<file path="config.mk">
export PLATFORM = sky130hd
export DESIGN_NAME = mc_ctrl
export DESIGN_NICKNAME = d
export VERILOG_FILES = /design/src/rtl/mc_ctrl.sv
export SDC_FILE = /design/constraint.sdc
export NUM_CORES = 1
export LEC_CHECK = 0
export BUFFER_PORTS_ARGS = -buffer_cell sky130_fd_sc_hd__buf_2
export CELL_PAD_IN_SITES_DETAIL_PLACEMENT = 0
export CELL_PAD_IN_SITES_GLOBAL_PLACEMENT = 2
export CORE_MARGIN = 8
export CORE_UTILIZATION = 32
export DETAILED_ROUTE_END_ITERATION = 12
export HOLD_SLACK_MARGIN = 0.1
export PLACE_DENSITY_LB_ADDON = 0.2
export SYNTH_ARGS = -nofsm -noshare
export SYNTH_HDL_FRONTEND = slang
export SYNTH_SLANG_ARGS = --single-unit
</file>
<file path="constraint.sdc">
create_clock -name clock -period 3.2 [get_ports clock]
set_input_delay 0.32 -clock clock [delete_from_list [all_inputs] [get_ports clock]]
set_output_delay 0.32 -clock clock [all_outputs]
set_load 0.005 [all_outputs]
</file>
<file path="src/rtl/mc_ctrl.sv">
// mc_ctrl: multi-cycle control FSM sequencing one shared ALU, register file and
// memory port through FETCH/DECODE/EXEC/MEM/WB with req/ready memory handshakes.
module mc_ctrl #(
    parameter int unsigned CNT_W = 32
) (
    input  logic             clock,
    input  logic             reset,
    input  logic [5:0]       op,
    input  logic [5:0]       funct,
    input  logic             zero,
    input  logic             overflow,
    input  logic             imem_ready,
    input  logic             dmem_ready,
    output logic             imem_req,
    output logic             ir_write,
    output logic             pc_write,
    output logic [1:0]       pc_src,
    output logic             alu_src,
    output logic             ext_op,
    output logic [2:0]       aluop,
    output logic             dmem_req,
    output logic             dmem_we,
    output logic             reg_dst,
    output logic             mem_to_reg,
    output logic             reg_write,
    output logic             illegal,
    output logic [2:0]       state,
    output logic [CNT_W-1:0] retire_cnt
);

    // ALU operation encoding shared with the datapath
    localparam logic [2:0] ALU_AND = 3'b000;
    localparam logic [2:0] ALU_OR  = 3'b001;
    localparam logic [2:0] ALU_ADD = 3'b010;
    localparam logic [2:0] ALU_SUB = 3'b110;
    localparam logic [2:0] ALU_SLT = 3'b111;

    // Opcodes
    localparam logic [5:0] OP_RTYPE = 6'h00;
    localparam logic [5:0] OP_J     = 6'h02;
    localparam logic [5:0] OP_BEQ   = 6'h04;
    localparam logic [5:0] OP_ADDI  = 6'h08;
    localparam logic [5:0] OP_ORI   = 6'h0D;
    localparam logic [5:0] OP_LW    = 6'h23;
    localparam logic [5:0] OP_SW    = 6'h2B;

    // R-type function codes
    localparam logic [5:0] FN_ADD  = 6'h20;
    localparam logic [5:0] FN_ADDU = 6'h21;
    localparam logic [5:0] FN_SUBU = 6'h23;
    localparam logic [5:0] FN_AND  = 6'h24;
    localparam logic [5:0] FN_OR   = 6'h25;
    localparam logic [5:0] FN_SLT  = 6'h2A;

    typedef enum logic [2:0] {
        ST_FETCH  = 3'd0,
        ST_DECODE = 3'd1,
        ST_EXEC   = 3'd2,
        ST_MEM    = 3'd3,
        ST_WB     = 3'd4
    } state_t;

    state_t           r_state;
    logic [CNT_W-1:0] r_retire_cnt;
    logic             r_ovf_q;

    logic       w_is_rtype;
    logic       w_r_ok;
    logic       w_is_j;
    logic       w_is_beq;
    logic       w_is_addi;
    logic       w_is_ori;
    logic       w_is_lw;
    logic       w_is_sw;
    logic       w_legal;
    logic       w_ovf_chk;
    logic [2:0] w_exec_aluop;

    assign w_is_rtype = (op == OP_RTYPE);
    assign w_r_ok     = w_is_rtype &&
                        ((funct == FN_ADD)  || (funct == FN_ADDU) ||
                         (funct == FN_SUBU) || (funct == FN_AND)  ||
                         (funct == FN_OR)   || (funct == FN_SLT));
    assign w_is_j     = (op == OP_J);
    assign w_is_beq   = (op == OP_BEQ);
    assign w_is_addi  = (op == OP_ADDI);
    assign w_is_ori   = (op == OP_ORI);
    assign w_is_lw    = (op == OP_LW);
    assign w_is_sw    = (op == OP_SW);
    assign w_legal    = w_r_ok | w_is_j | w_is_beq | w_is_addi |
                        w_is_ori | w_is_lw | w_is_sw;
    // Only signed adds trap on overflow; unsigned variants always write back
    assign w_ovf_chk  = (w_is_rtype && (funct == FN_ADD)) | w_is_addi;

    // ALU operation selected in EXEC and held through WB
    always_comb begin
        w_exec_aluop = ALU_ADD;
        if (w_is_rtype) begin
            case (funct)
                FN_SUBU: w_exec_aluop = ALU_SUB;
                FN_AND:  w_exec_aluop = ALU_AND;
                FN_OR:   w_exec_aluop = ALU_OR;
                FN_SLT:  w_exec_aluop = ALU_SLT;
                default: w_exec_aluop = ALU_ADD;
            endcase
        end else if (w_is_ori) begin
            w_exec_aluop = ALU_OR;
        end else if (w_is_beq) begin
            w_exec_aluop = ALU_SUB;
        end
    end

    // State sequencing, overflow latch and retired-instruction counter
    always_ff @(posedge clock or negedge reset) begin
        if (!reset) begin
            r_state      <= ST_FETCH;
            r_retire_cnt <= '0;
            r_ovf_q      <= 1'b0;
        end else begin
            case (r_state)
                ST_FETCH: begin
                    if (imem_ready) r_state <= ST_DECODE;
                end
                ST_DECODE: begin
                    if (w_is_j) begin
                        r_state      <= ST_FETCH;
                        r_retire_cnt <= r_retire_cnt + CNT_W'(1);
                    end else if (!w_legal) begin
                        r_state <= ST_FETCH;
                    end else begin
                        r_state <= ST_EXEC;
                    end
                end
                ST_EXEC: begin
                    r_ovf_q <= overflow & w_ovf_chk;
                    if (w_is_beq) begin
                        r_state      <= ST_FETCH;
                        r_retire_cnt <= r_retire_cnt + CNT_W'(1);
                    end else if (w_is_lw || w_is_sw) begin
                        r_state <= ST_MEM;
                    end else begin
                        r_state <= ST_WB;
                    end
                end
                ST_MEM: begin
                    if (dmem_ready) begin
                        if (w_is_sw) begin
                            r_state      <= ST_FETCH;
                            r_retire_cnt <= r_retire_cnt + CNT_W'(1);
                        end else begin
                            r_state <= ST_WB;
                        end
                    end
                end
                ST_WB: begin
                    r_state      <= ST_FETCH;
                    r_retire_cnt <= r_retire_cnt + CNT_W'(1);
                end
                default: r_state <= ST_FETCH;
            endcase
        end
    end

    // Control outputs decoded from the current state; forced low during reset
    always_comb begin
        imem_req   = 1'b0;
        ir_write   = 1'b0;
        pc_write   = 1'b0;
        pc_src     = 2'd0;
        alu_src    = 1'b0;
        ext_op     = 1'b0;
        aluop      = 3'b000;
        dmem_req   = 1'b0;
        dmem_we    = 1'b0;
        reg_dst    = 1'b0;
        mem_to_reg = 1'b0;
        reg_write  = 1'b0;
        illegal    = 1'b0;
        if (reset) begin
            case (r_state)
                ST_FETCH: begin
                    imem_req = 1'b1;
                    if (imem_ready) begin
                        ir_write = 1'b1;
                        pc_write = 1'b1;
                    end
                end
                ST_DECODE: begin
                    if (w_is_j) begin
                        pc_write = 1'b1;
                        pc_src   = 2'd2;
                    end else if (!w_legal) begin
                        illegal = 1'b1;
                    end
                end
                ST_EXEC: begin
                    aluop = w_exec_aluop;
                    if (w_is_beq) begin
                        pc_src   = 2'd1;
                        pc_write = zero;
                    end else if (!w_is_rtype) begin
                        alu_src = 1'b1;
                        ext_op  = ~w_is_ori;
                    end
                end
                ST_MEM: begin
                    dmem_req = 1'b1;
                    dmem_we  = w_is_sw;
                    aluop    = ALU_ADD;
                end
                ST_WB: begin
                    reg_write  = ~r_ovf_q;
                    reg_dst    = w_is_rtype;
                    mem_to_reg = w_is_lw;
                    aluop      = w_exec_aluop;
                end
                default: ;
            endcase
        end
    end

    assign state      = r_state;
    assign retire_cnt = r_retire_cnt;

endmodule

</file>
== Word-level counts from Yosys, hierarchy flattened ==
Index checks and enable logic that the tools add are counted.

* Order comparisons: 0
* Muxes and demuxes: 54
* Bitwise gates (word level): 10
* Divide/modulo/power cells: 0
* Equal/unequal tests: 21
* Shifts and indexed selects: 0
* Multipliers: 0
* Reductions and logical operators: 14
* Add/sub/neg operators: 1

{| class="wikitable"
|+ Operators by type and width
! cell !! number
|-
| 32-bit two-way mux || 4
|-
| 32-bit case mux with 4 select lines || 1
|-
| 6-bit == test, second input constant || 8
|-
| 32-bit by 1-bit adder with 32-bit output, second input constant || 1
|-
| 1-bit two-way mux || 31
|-
| 3-bit two-way mux || 9
|-
| 3-bit case mux with 4 select lines || 2
|-
| 6-bit by 4-bit == test with 1-bit output, second input constant || 2
|-
| 2-bit inequality test, second input constant || 5
|-
| 2-bit two-way mux || 4
|-
| 1-bit bitwise OR || 7
|-
| 3-bit by 2-bit == test with 1-bit output, second input constant || 2
|-
| 6-bit by 2-bit == test with 1-bit output, second input constant || 1
|-
| 6-bit by 3-bit == test with 1-bit output, second input constant || 1
|-
| 6-bit zero test || 1
|-
| 1-bit logical OR || 6
|-
| 3-bit case mux with 2 select lines || 1
|-
| 5-bit AND reduction || 1
|-
| 2-bit case mux with 2 select lines || 1
|-
| 4-bit nonzero test || 1
|-
| 3-bit by 1-bit == test with 1-bit output, second input constant || 1
|-
| 3-bit == test, second input constant || 1
|-
| 3-bit zero test || 1
|-
| 1-bit case mux with 3 select lines || 1
|-
| 5 further kinds || 7
|}

* ROM bits: 0
* Memory bits (writable): 0
* Word-level logic and storage cells: 103
* Register bits: 36
* Output and inout port bits: 51
* Memories: 0
* Input port bits: 18
* Bits in latches: 0

== Longest topological paths before layout ==
Gate-level depths: netlist of run 1.

* Depth after elaboration: 17
* Depth in mapped cells: 7
* Depth with buffers taken out: 6

== Worst setup path before layout of run 1 ==
No wires, ideal clock.

* Path kind: input to register
* Start point: in op[0]
* End point: reg r_retire_cnt[30], in the netlist retire_cnt[30]
* Buffers on the path: 1
* Arrival time: 2.189 ns
* Stages: 6
* Library setup time: 0.079 ns
* Setup slack: 0.932 ns
* Data required time: 3.121 ns
* Path through: or4_4 -> or4b_1 -> a32o_2 -> buf_6 -> nor4_2 -> xor2_1

* Word-level cells in the longest chain between the ends: 3

{| class="wikitable"
|+ Ends and longest elaborated chain
! item !! line !! source
|-
| start: declaration || 8 || <nowiki>input logic [5:0] op,</nowiki>
|-
| 6-bit == test (tied with other cells) || 89 || <nowiki>assign w_is_sw = (op == OP_SW);</nowiki>
|-
| 2-bit inequality test (no source line) || n/a ||
|-
| 5-bit AND reduction (no source line) * || n/a ||
|-
| end signal: assignment || 127 || <nowiki>r_retire_cnt <= r_retire_cnt + CNT_W'(1);</nowiki>
|-
| end signal: assignment || 138 || <nowiki>r_retire_cnt <= r_retire_cnt + CNT_W'(1);</nowiki>
|-
| end signal: assignment || 149 || <nowiki>r_retire_cnt <= r_retire_cnt + CNT_W'(1);</nowiki>
|-
| end: declaration || 64 || <nowiki>logic [CNT_W-1:0] r_retire_cnt;</nowiki>
|}

Mark *: on every way between the ends. The rest lies on a longest branch, timed or not.
A chain may end at the register's enable or synchronous reset.

== Worst setup path after layout of run 1 ==
* Start point: in op[1]
* End point: reg r_retire_cnt[16], in the netlist retire_cnt[16]

Same word-level chain as after synthesis.

==> results of run 1 <==
-- critical path: cells and delay by family --
| kind | cells | cell delay (ps) |
|---|---|---|
| simple gates | 3 | 1440 |
| compound gates | 1 | 530 |
| buf+inv | 1 | 150 |
| xor+xnor | 1 | 180 |
-- state kept, by name (all words and copies together) (netlist names) --
register    flops
r_ovf_q         1
state           3
retire_cnt     32
-- layout make-up --
| type | count | area [sq um] |
|---|---|---|
| multi-input cells | 186 | 1210 |
| inverters | 7 | 26.3 |
| repair buffers | 72 | 373 |
| flip-flops and latches | 36 | 901 |
| clock buffers | 8 | 90.1 |
| well taps | 80 | 100 |
| fillers | 714 | 4010 |
-- final timing paths --
path | from | endpoint | slack, ps | cells past startpoint
max in group asynchronous | reset | retire_cnt[30] | 2070 | 3
setup reg to reg | state[1] | retire_cnt[1] | 910 | 4
min in group asynchronous | reset | retire_cnt[12] | 460 | 2
hold reg to reg | retire_cnt[31] | retire_cnt[31] | 470 | 1
hold / removal | overflow | r_ovf_q | 280 | 3
setup / recovery | op[1] | retire_cnt[16] | 770 | 6
-- per-layer routing --
layer | GRT usage | vias up
met5 | 0 | -
met1 | 0.173 | 936
met4 | 0.0319 | 0
met2 | 0.190 | 47
met3 | 0.0374 | 2
li1 | - | 985
-- layout by cell type, fill, tap and decap left out, types with 2 or more instances in the layout --
| cell type | n |
|---|---|
| nor2b_1 | 3 |
| nand3_1 | 11 |
| nor4_4 | 3 |
| dfrtp_1 | 36 |
| clkbuf_8 | 6 |
| buf_4 | 3 |
| mux2i_1 | 3 |
| nor2_1 | 23 |
| a31oi_1 | 2 |
| nor3b_1 | 2 |
| nor3_1 | 23 |
| xnor2_1 | 7 |
| nor4_1 | 4 |
| nor4bb_1 | 3 |
| o21ai_0 | 7 |
| clkbuf_1 | 2 |
| and4_1 | 2 |
| inv_1 | 7 |
| and2_1 | 3 |
| a21oi_1 | 5 |
| xor2_1 | 27 |
| or2_2 | 2 |
| nand2b_1 | 3 |
| buf_2 | 68 |
| nand4_1 | 8 |
| nand2_1 | 21 |
| and3_1 | 6 |
-- kinds of logic (layout without fill, tap and decap cells) --
family | after synthesis | in the layout | share of synthesized area
and+or+nand+nor | 123 | 123 | 0.321
DFF | 36 | 36 | 0.412
xor gates and xnor gates | 34 | 34 | 0.136
AOI/OAI and AO/OA | 24 | 24 | 0.0738
buffers and inverters | 16 | 87 | 0.0321
muxes | 4 | 4 | 0.0189
adders and majority gates | 1 | 1 | 0.00572
-- power by group --
part / total (uW) / internal (uW) / leakage, uW / switching (uW)
sequential: 660 / 540 / 0.000370 / 119
combinational: 430 / 195 / 0.000648 / 235
clock: 331 / 176 / 0.0000455 / 155
total: 1420 / 911 / 0.00106 / 510
-- stage by stage --
| step | total power (uW) | area (sq um) | std cells | setup WS, ps | utilization |
|---|---|---|---|---|---|
| floorplan | 918 | 2190 | 238 | 932 | - |
| global placement | 1100 | 2610 | 380 | 515 | 0.388 |
| detailed placement | 1100 | 2610 | 380 | 492 | 0.388 |
| global route | 1530 | 2710 | 389 | 594 | 0.403 |
| CTS | 1440 | 2710 | 389 | 776 | 0.403 |
| finish | 1420 | 2710 | 389 | 769 | 0.403 |
-- timing repair --
| action | in CTS | in global routing |
|---|---|---|
| setup endpoints to repair | 0 | 0 |
| hold buffers | 1 | 0 |
| endpoints found under the hold margin | 9 | 0 |
==> results.md, run 1 <==
- CTS H-tree depth: 2
- CP max stage delay: ~550 ps
- Starting Density: 0.325
- Crit-path cells: buf_2 > or4_4 > or4b_1 > a32o_2 > nor4_1 > xor2_1
- Distinct cells, synth: 44
- Wire per inst: approximately 15 um
- Met1 wire length: 3010 um
- Highest routed layer: met4
- TritonCTS Sinks: 36
- Final setup violation count: 0
- MaxCap Viol Count: 0
- Fin. Hold Viols: 0
- Syn-to-layout area delta: 23.8%
- Post-Synthesis Cell Area: between 2000 and 2500 sq um
- Largest net degree at the start of global routing: 33
- Main area contributors after synthesis: dfrtp_1, xor2_1, nor3_1
- Clock Pin Slew Worst Setup and Hold Paths: around 70 ps
- # Post-CTS Setup Buffers: 0
- CTS root buf: clkbuf_8
- Post-layout nets: approximately 330
- Iter 0 DRT Violations: 57
- Slew headroom: 0.437
- Final GP Congestion: ~0.75
- Vias: 1970
- Fin crit share: 0.760
- CP Launch Type: input port
- Syn nets: ~260
- Setup Crit Path Kind: in2reg
- Leak: between 0.001 and 0.0015 uW
- Outcome: complete, no violations
- Largest area contributor in the netlist: dfrtp_1
- Die area: around 9700 sq um
- Pwr per Cell Area: ~530 nW/um^2
- RSZ-0062 raised after global routing: false
- Clk_lat worst skew: between 200 and 300 ps
- Ports: 69
- Drt first pass iters: 4
- Min-delay worst type: in2reg
- Crit path DAT: about 2600 ps
- # port buffers: between 60 and 70
- Post-synth top area share: 0.412
- Overall die height: a little under 100 um
- Critical Path End Type: register
- Synth Register Bits: 36
- Mapped Cells: around 240
- Ys Warns: 0
- Row Count: 30
- Sequential share of the synthesized area: 0.412
- ANT cells: 0
- Via/cell ratio: around 5.1
- Initial antenna violation count: 0
- Slowest CP cell: or4_4
- CTS tree: built
- Die X: ~99 um
- Fin Hold WS: about 280 ps
- Avg Cell Area, Syn: approximately 9 sq um
- Max Freq: 411 MHz
- Share of cells above drive strength 1: 0.282
- Vias in the first global route: about 2000
- Post-synth EDFFs: 0
- Total track usage: 0.127
- Clock tree buffer depth: 2
- Top FF cell, synth: dfrtp_1
- DR WL met2: approximately 2600 um
- CTS buffer count: 5
- Count leader, synth: dfrtp_1
- Setup tns final: 0 ps
- Fin crit period: ~2400 ps
- Core area: between 6000 and 7000 sq um
- Commonest cells post-synth: dfrtp_1, xor2_1, nor2_1, nor3_1, nand2_1
- Maximum vdd drop: between 0.0003 and 0.0004 V
- Cts repair resizes: 0
- GR Overflow Total: 0
- WL met3: 333 um
- Post-Route WL: 5950 um
- Worst slew pin tran: 845 ps
- Final Max Slew Viols: 0
- Clock Skews: 7.83 ps
- First-pass GRT wire length: 10200 um
- DRC viols: 0
- Maximum fanout along the worst path: 32
- Worst EP required: 3410 ps
- Dpl hpwl: approximately 4500 um
- DRT antenna net count: 0
- Post-synth ARST share: 1.00
Power figures use the tool's default switching activity.
==> inputs of run 2 (changes only) <==
CORE_UTILIZATION = 27   (was 32)
clock period = 2.2 ns   (was 3.2 ns; I/O delays follow)
==> results.md, run 2 (synthesis gave the netlist of run 1 again) <==
- Row Count: 33
- Share of cells above drive strength 1: 0.322
- Starting Density: 0.273
- Initial antenna violation count: 0
- RSZ-0062 raised after global routing: false
- Post-Route WL: about 6300 um
- Leak: about 0.0012 uW
- Critical Path End Type: output port
- MaxCap Viol Count: 0
- Maximum fanout along the worst path: 4
- Vias: 2013
- Clock tree buffer depth: 2
- Placed Cells: 420
- Dpl hpwl: ~4900 um
- Fin crit period: 2130 ps
- CTS tree: built
- Outcome: complete, no violations
- Iter 0 DRT Violations: between 100 and 150
- Largest net degree at the start of global routing: 37
- Fin. Hold Viols: 0
- Fin crit share: 0.967
- FF-to-FF Start: state[2]
- Overall die height: about 110 um
- ANT cells: 0
- Die area: ~11000 sq um
- Final setup violation count: 0
- Pwr per Cell Area: between 700 and 800 nW/um^2
- Worst setup endpoint: aluop[1]
- Final Max Slew Viols: 0
- Max reg flops: 32
- Die X: around 110 um
- Commonest non-fill, non-tap cells in the layout: buf_2, dfrtp_1, xor2_1, nor2_1, nor3_1
- Setup Crit Path Kind: in2out
- R2r endpoint: retire_cnt[1]
- Ports: 69
- Min-delay worst type: in2reg
- R2R Setup Slk: roughly 240 ps
- CTS H-tree depth: 2
- Worst Path Buf+Inv: 4
- Cell count of the worst reg-to-reg path: 5
- CTS buffer count: 5
- CP max stage delay: 530 ps
- Via/cell ratio: ~4.7
- Maximum vdd drop: between 0.0004 and 0.0005 V
- Core area: around 8000 sq um
- Crit-path cells: buf_2 > or4_4 > buf_4 > nor4bb_4 > buf_4 > a31oi_1 > o211a_1 > buf_2
- Post-layout instance area: around 2900 sq um
- Vias in the first global route: approximately 2100
- Worst slew pin tran: around 490 ps
- Non-Filler Instances: between 400 and 500
- GR Overflow Total: 0
- Wire per inst: 14.8 um
- Post-layout nets: 342
- Clock Skews: around 5 ps
- First-pass GRT wire length: roughly 11000 um
- DRC viols: 0
- Overall Power: ~2100 uW
- Max Freq: 470 MHz
- Drt first pass iters: 4
- Clock Pin Slew Worst Setup and Hold Paths: ~70 ps
- Total track usage: 0.117
- Syn-to-layout area delta: 32.5%
- TritonCTS Sinks: 36
- Clk_lat worst skew: 290 ps
- Cell family with most CP delay: simple AND/OR/NAND/NOR gates
- CTS root buf: clkbuf_8
- Slew headroom: 0.674
- Final GP Congestion: 0.744
- # Post-CTS Setup Buffers: 0
- DRT antenna net count: 0
- Most common cell after layout, fill and taps aside: buf_2
- Worst EP required: about 2000 ps
- CP Launch Type: input port
- Crit path DAT: roughly 1900 ps
- Crit. Startpoint: op[0]
- # port buffers: 68
- Placed Area: roughly 2800 sq um
- Slowest CP cell: or4_4
- Crit. path cell count: 8
run 2: repair_timing:
action	in CTS	in global routing
resized for setup	1	2
hold endpoints to repair	12	0
cloned	0	0
hold buffers	1	0
pin swaps	0	0
endpoints found under the setup margin	2	3
run 2: power by group:
| part | internal [uW] | switching, uW |
|---|---|---|
| logic | 310 | 361 |
| clock network | 279 | 231 |
| registers | 786 | 167 |
| total | 1380 | 759 |
run 2: area by class of cell:
cell class	instances	area (sq um)
clock buffers	7	96.3
fillers	862	5110
inverters	7	26.3
multi-input cells	186	1230
flip-flops and latches	36	901
well taps	105	131
repair buffers	87	510
run 2: stage by stage:
step	setup slack [ps]	TNS (ps)	utilization	hold WS [ps]
floorplan	31.9	0	-	-75.6
global route	20.7	0	0.361	216
global placement	-175	-3690	0.346	418
detailed placement	-179	-3810	0.346	416
finish	72.8	0	0.361	207
CTS	17.7	0	0.360	193
run 2: worst min-delay path by stage:
| stage | start | to | slack (ps) | cells after the start |
|---|---|---|---|---|
| after CTS | overflow | r_ovf_q | 190 | 3 |
| after floorplan | reset | r_ovf_q | -80 | 0 |
| final | overflow | r_ovf_q | 210 | 3 |
| after global routing | overflow | r_ovf_q | 220 | 3 |
| after detailed placement | reset | retire_cnt[28] | 420 | 2 |
| after global placement | reset | retire_cnt[28] | 420 | 2 |
run 2: layer usage:
metal / wire, um / track usage / share of wire
met4: 29 / 0.0302 / 0.0046
met3: 268 / 0.0357 / 0.042
met2: 2940 / 0.185 / 0.46
met5: 0 / 0 / 0
met1: 3100 / 0.151 / 0.49
run 2: worst register-to-register path, delay by kind of cell (launching register included):
kind,cells,cell delay (ps)
AO/OA/AOI/OAI,2,500
XOR/XNOR,1,310
buffers and inverters,1,230
flip-flops,1,480
multiplexers,1,340
